[config.mk]
export PLATFORM = sky130hd
export DESIGN_NAME = md5_compress_core
export DESIGN_NICKNAME = d
export VERILOG_FILES = /design/src/rtl/md5_compress_core.sv
export SDC_FILE = /design/constraint.sdc
export NUM_CORES = 2
export LEC_CHECK = 0
export ABC_CLOCK_PERIOD_IN_PS = 26100
export BUFFER_PORTS_ARGS = -buffer_cell sky130_fd_sc_hd__buf_2
export CORE_AREA = 5 5 323 325
export CTS_CLUSTER_DIAMETER = 50
export DETAILED_ROUTE_END_ITERATION = 16
export DIE_AREA = 0 0 328 330
export GPL_TIMING_DRIVEN = 0
export PLACE_DENSITY_LB_ADDON = 0.15
export SLEW_MARGIN = 5
export SYNTH_ARGS = -nofsm -noshare
export SYNTH_HDL_FRONTEND = slang
export SYNTH_SLANG_ARGS = --single-unit
export TNS_END_PERCENT = 50
[constraint.sdc]
create_clock -name clk -period 26.1 [get_ports clk]
set_input_delay 3.915 -clock clk [delete_from_list [all_inputs] [get_ports clk]]
set_output_delay 3.915 -clock clk [all_outputs]
set_load 0.05 [all_outputs]
[src/rtl/md5_compress_core.sv]
// MD5 compression core: runs one 512-bit block through the 64 MD5 steps,
// STEPS_PER_CYCLE steps per clock, and adds the result into the chaining value.
module md5_compress_core #(
    parameter int STEPS_PER_CYCLE = 1
) (
    input  logic         clk,
    input  logic         rst,
    input  logic         in_valid,
    output logic         in_ready,
    input  logic [511:0] block_in,
    input  logic         chain_in,
    output logic [127:0] digest_out,
    output logic         out_valid,
    input  logic         out_ready
);

    typedef enum logic [1:0] {IDLE, ROUND, FINAL, DONE} state_t;

    // Chaining words packed as {D,C,B,A}, A in the low word.
    localparam logic [127:0] IV = {32'h10325476, 32'h98badcfe, 32'hefcdab89, 32'h67452301};
    localparam logic [5:0] STEP_INC  = 6'(STEPS_PER_CYCLE);
    localparam logic [5:0] LAST_STEP = 6'(64 - STEPS_PER_CYCLE);

    localparam logic [31:0] K_TAB [64] = '{
        32'hd76aa478, 32'he8c7b756, 32'h242070db, 32'hc1bdceee,
        32'hf57c0faf, 32'h4787c62a, 32'ha8304613, 32'hfd469501,
        32'h698098d8, 32'h8b44f7af, 32'hffff5bb1, 32'h895cd7be,
        32'h6b901122, 32'hfd987193, 32'ha679438e, 32'h49b40821,
        32'hf61e2562, 32'hc040b340, 32'h265e5a51, 32'he9b6c7aa,
        32'hd62f105d, 32'h02441453, 32'hd8a1e681, 32'he7d3fbc8,
        32'h21e1cde6, 32'hc33707d6, 32'hf4d50d87, 32'h455a14ed,
        32'ha9e3e905, 32'hfcefa3f8, 32'h676f02d9, 32'h8d2a4c8a,
        32'hfffa3942, 32'h8771f681, 32'h6d9d6122, 32'hfde5380c,
        32'ha4beea44, 32'h4bdecfa9, 32'hf6bb4b60, 32'hbebfbc70,
        32'h289b7ec6, 32'heaa127fa, 32'hd4ef3085, 32'h04881d05,
        32'hd9d4d039, 32'he6db99e5, 32'h1fa27cf8, 32'hc4ac5665,
        32'hf4292244, 32'h432aff97, 32'hab9423a7, 32'hfc93a039,
        32'h655b59c3, 32'h8f0ccc92, 32'hffeff47d, 32'h85845dd1,
        32'h6fa87e4f, 32'hfe2ce6e0, 32'ha3014314, 32'h4e0811a1,
        32'hf7537e82, 32'hbd3af235, 32'h2ad7d2bb, 32'heb86d391
    };

    // Rotate amounts repeat every four steps within a round: index {round, step%4}.
    localparam logic [4:0] S_TAB [16] = '{
        5'd7, 5'd12, 5'd17, 5'd22,
        5'd5, 5'd9,  5'd14, 5'd20,
        5'd4, 5'd11, 5'd16, 5'd23,
        5'd6, 5'd10, 5'd15, 5'd21
    };

    state_t         state_q;
    logic [5:0]     step_q;
    logic [511:0]   msg_q;
    logic [127:0]   work_q;
    logic [127:0]   work_d;
    logic [127:0]   digest_q;
    logic           chain_sel_q;
    logic           in_ready_q;
    logic           out_valid_q;

    // One MD5 step on {D,C,B,A}; returns the rotated working set.
    function automatic logic [127:0] md5_step(input logic [127:0] abcd,
                                              input logic [5:0]   idx,
                                              input logic [511:0] msg);
        logic [31:0] a, b, c, d, f, sum, rot;
        logic [3:0]  g;
        logic [4:0]  sh;
        a = abcd[31:0];
        b = abcd[63:32];
        c = abcd[95:64];
        d = abcd[127:96];
        // NOTE: defaults before the case keep every path assigned, so no latch is implied.
        f = '0;
        g = '0;
        case (idx[5:4])
            2'd0: begin f = (b & c) | (~b & d); g = idx[3:0];                end
            2'd1: begin f = (d & b) | (~d & c); g = idx[3:0] * 4'd5 + 4'd1;  end
            2'd2: begin f = b ^ c ^ d;          g = idx[3:0] * 4'd3 + 4'd5;  end
            default: begin f = c ^ (b | ~d);    g = idx[3:0] * 4'd7;         end
        endcase
        sh  = S_TAB[{idx[5:4], idx[1:0]}];
        sum = a + f + K_TAB[idx] + msg[{g, 5'd0} +: 32];
        rot = (sum << sh) | (sum >> (6'd32 - {1'b0, sh}));
        return {c, b, b + rot, d};
    endfunction

    // Word-wise modulo-2^32 sum of two {D,C,B,A} sets.
    function automatic logic [127:0] add_words(input logic [127:0] x, input logic [127:0] y);
        return {x[127:96] + y[127:96], x[95:64] + y[95:64],
                x[63:32]  + y[63:32],  x[31:0]  + y[31:0]};
    endfunction

    // Unrolled chain of STEPS_PER_CYCLE consecutive steps from the current counter.
    always_comb begin
        logic [127:0] acc;
        // NOTE: blocking assignments here build a combinational chain step after step.
        acc = work_q;
        for (int j = 0; j < STEPS_PER_CYCLE; j++) begin
            acc = md5_step(acc, step_q + 6'(j), msg_q);
        end
        work_d = acc;
    end

    // Control FSM with registered handshake outputs and the digest register.
    always_ff @(posedge clk) begin
        if (rst) begin
            state_q     <= IDLE;
            step_q      <= '0;
            in_ready_q  <= 1'b1;
            out_valid_q <= 1'b0;
            digest_q    <= IV;
            chain_sel_q <= 1'b0;
        end else begin
            case (state_q)
                IDLE: begin
                    if (in_valid) begin
                        state_q     <= ROUND;
                        step_q      <= '0;
                        in_ready_q  <= 1'b0;
                        chain_sel_q <= chain_in;
                    end
                end
                ROUND: begin
                    step_q <= step_q + STEP_INC;
                    if (step_q == LAST_STEP) begin
                        state_q <= FINAL;
                    end
                end
                FINAL: begin
                    digest_q    <= add_words(chain_sel_q ? digest_q : IV, work_q);
                    out_valid_q <= 1'b1;
                    state_q     <= DONE;
                end
                default: begin
                    if (out_ready) begin
                        state_q     <= IDLE;
                        out_valid_q <= 1'b0;
                        in_ready_q  <= 1'b1;
                    end
                end
            endcase
        end
    end

    // Message and working registers: loaded on accept, stepped during ROUND.
    // NOTE: these datapath registers are deliberately not reset; the FSM never reads them before a load.
    always_ff @(posedge clk) begin
        if (state_q == IDLE && in_valid) begin
            msg_q  <= block_in;
            work_q <= chain_in ? digest_q : IV;
        end else if (state_q == ROUND) begin
            work_q <= work_d;
        end
    end

    assign in_ready   = in_ready_q;
    assign out_valid  = out_valid_q;
    assign digest_out = digest_q;

endmodule

==> results.cfg <==
[run_status]
outcome = finished, violations left
violations = capacitance limit, slew limit

[clock_network]
clock_latency_ns = 0.73
cts_root_buf = clkbuf_16
path_clk_slew_ns = 0.06
cts_max_path_buffers = 3
htreeDepth = 3
cts_setup_buffers = 0
clock_sinks = 779
hold_buffers = 0
numCtsBuffers = 103
cts_tree = done
cts_resized = 0

[floorplan]
dieHeight_um = 330
initial_core_util_pct = 48.5
ioPinCount = 647
coreArea_mm2 = 0.101
die_width_um = 328
dieArea_mm2 = 0.108
placementRows = 117

[worst_setup_path]
timing.rr.end = work_q[62]
crit_required_ns = 26.52
worstSetupEndpointType = flop
worstSetupPathDepth = 45
rrSetupSlack_ns = 11.27
cp-start-kind = flop
critPathMaxStageDelay_ns = 1.18
cp_max_fo = 17
crit_family = compound AO/OA/AOI/OAI gates
cp_slowest_cell = buf_1
reg2reg_depth = 45
crit_arrival_ns = 15.25
critical_path_buf_inv_count = 10
worstSetupPathType = reg -> reg
cp_common_cell = a21oi_1
rr_startpoint = step_q[2]

[cells_and_area]
drive_gt1_share_pct = 19.2
final_cell_mix = buf_2 (652), edfxtp_1 (640), nand2_1 (415), nor2_1 (388), a21oi_1 (352)
final_area_mm2 = 0.0579
layout.cells.most_common = buf_2
syn_to_final_growth_pct = 18.0
nNetsFinal = 6265

[worst_hold_path]
holdPathStages = 2
holdPathEnd = digest_out[22]
hold_path.class = reg -> reg
hp-start = digest_out[22]

[route]
num_vias = 43500
met1_length_um = 84700
wl_per_cell_um = 30.7
routed-wl-met3_um = 25100
routed.top_layer = met5
antenna_left = 0
wl_met2_um = 94500
post_drt_via_cell_ratio = 6.26
drc = 0
firstDrtPassIters = 7
drt_iter0_drc = 5622
wl_um = 213000

[timing]
drv_slew = 18
rsz0062_at_grt = false
max_freq_ghz = 0.0674
fin_crit_sh_pct = 56.8
final.min_clock_period_ns = 14.83
clock_skew_ns = 0.0624
final-setup-viol-count = 0
tightest_slew_ns = 1.54
relSlewSlack_pct = -2.91
finalHoldViolations = 0

[grt]
antenna_found_initial = 52
grt_pass1_vias = 41600
grt_use_total_pct = 38.3
grt_max_degree = 68
grt_first_pass_wirelength_um = 299000
grt_overflow = 0

[placed_design]
io_buffer_count = 645
dpl-instance-area_mm2 = 0.0543
hpwl_um = 168000
place_congestion = 1.04

[synth]
yosysWarnings = 0
syn_nets = 5503
ys_types = 86
synth_cells = 4701
synth_area_mm2 = 0.0491
synth_edf_count = 640
ys_seq_elements = 779
ys_seq_area_share_pct = 44.8
ys_async_sr_fraction_pct = 0
synthFlopType = edfxtp_1
syn_avg_cell_area_um2 = 10.4

[job]
drv_cap = 1
-- Yosys cell counts (all sizes together), types with 29 or more instances --
| cell type | count | area [um2] |
|---|---|---|
| a211oi | 43 | 323 |
| a21o | 95 | 713 |
| a21oi | 352 | 1760 |
| a31oi | 133 | 832 |
| and2 | 73 | 457 |
| buf | 55 | 218 |
| clkbuf | 216 | 811 |
| dfxtp | 139 | 2780 |
| edfxtp | 640 | 19200 |
| fa | 69 | 1380 |
| ha | 216 | 2700 |
| inv | 279 | 1050 |
| maj3 | 31 | 310 |
| mux2 | 40 | 450 |
| mux2i | 155 | 1550 |
| mux4 | 133 | 3000 |
| nand2 | 415 | 1560 |
| nand2b | 60 | 375 |
| nand3 | 142 | 711 |
| nor2 | 388 | 1460 |
| nor3 | 55 | 290 |
| o211ai | 70 | 526 |
| o21a | 33 | 248 |
| o21ai | 270 | 1350 |
| o21bai | 35 | 263 |
| o221a | 29 | 327 |
| xnor2 | 119 | 1060 |
| xor2 | 86 | 753 |
-- worst max path at each step --
stage,start,endpoint
after global placement,in_valid,work_q[30]
after global routing,step_q[2],work_q[62]
after detailed placement,step_q[2],work_q[62]
final,step_q[2],work_q[62]
after CTS,step_q[2],work_q[62]
after floorplan,in_valid,work_q[24]
-- area by class of cell --
cell class                      instances  area [um2]
Buffer                                271        1030
Timing Repair Buffer                  657        3520
Fill cell                            8898       43300
Clock inverter                         76         826
Multi-Input combinational cell       3371       25000
Inverter                              280        1050
Antenna cell                           27        67.6
Tap cell                             1368        1710
Clock buffer                          117        2680
Sequential cell                       779       22000
-- metal layers --
metal / vias to the layer above / track usage (%)
met5: - / 0
met4: 30 / 13.8
met3: 521 / 12.5
met2: 2576 / 58.8
met1: 21300 / 51.2
li1: 19100 / -
-- worst reg2reg max path: cells and delay by family (launching register included) --
kind | cells | cell delay (ns)
muxes | 2 | 0.90
and+or+nand+nor | 5 | 1.03
AOI/OAI and AO/OA | 19 | 4.72
DFF | 1 | 0.56
buffers and inverters | 10 | 4.25
adders and majority gates | 7 | 2.66
xor gates and xnor gates | 2 | 0.39
-- kinds of logic (layout without fill, tap and decap cells) --
group                    Yosys count  after routing  share of synthesized area [%]
AO/OA/AOI/OAI                   1269           1269                           16.6
buffers and inverters            551           1401                           4.24
AND/OR/NAND/NOR                 1253           1253                           11.5
other                              0             27                              0
adder cells (fa/ha/maj)          316            316                           8.95
multiplexers                     328            328                           10.2
flip-flops                       779            779                           44.8
XOR/XNOR                         205            205                           3.70
-- state kept, by name, indices dropped and copies added (netlist names) --
name and count:
work_q 128, state_q 2, chain_sel_q 1, msg_q 512
out_valid 1, in_ready 1, digest_out 128, step_q 6
-- metrics by stage --
step                      utilization (%)  setup slack (ns)  TNS (ns)  cells  hold WS (ns)
after global placement               53.4            -0.541    -0.541   6714         0.483
after CTS                            57.2             11.65         0   6919         0.518
final                                57.2             11.27         0   6946         0.521
after detailed placement             53.7             11.71         0   6726         0.506
after global routing                 57.2             10.90         0   6945         0.539
after floorplan                         -              6.59         0   4701         0.491
Power is not shown: default switching activity piles up to over one toggle a cycle in this logic, so the estimate is an artifact.
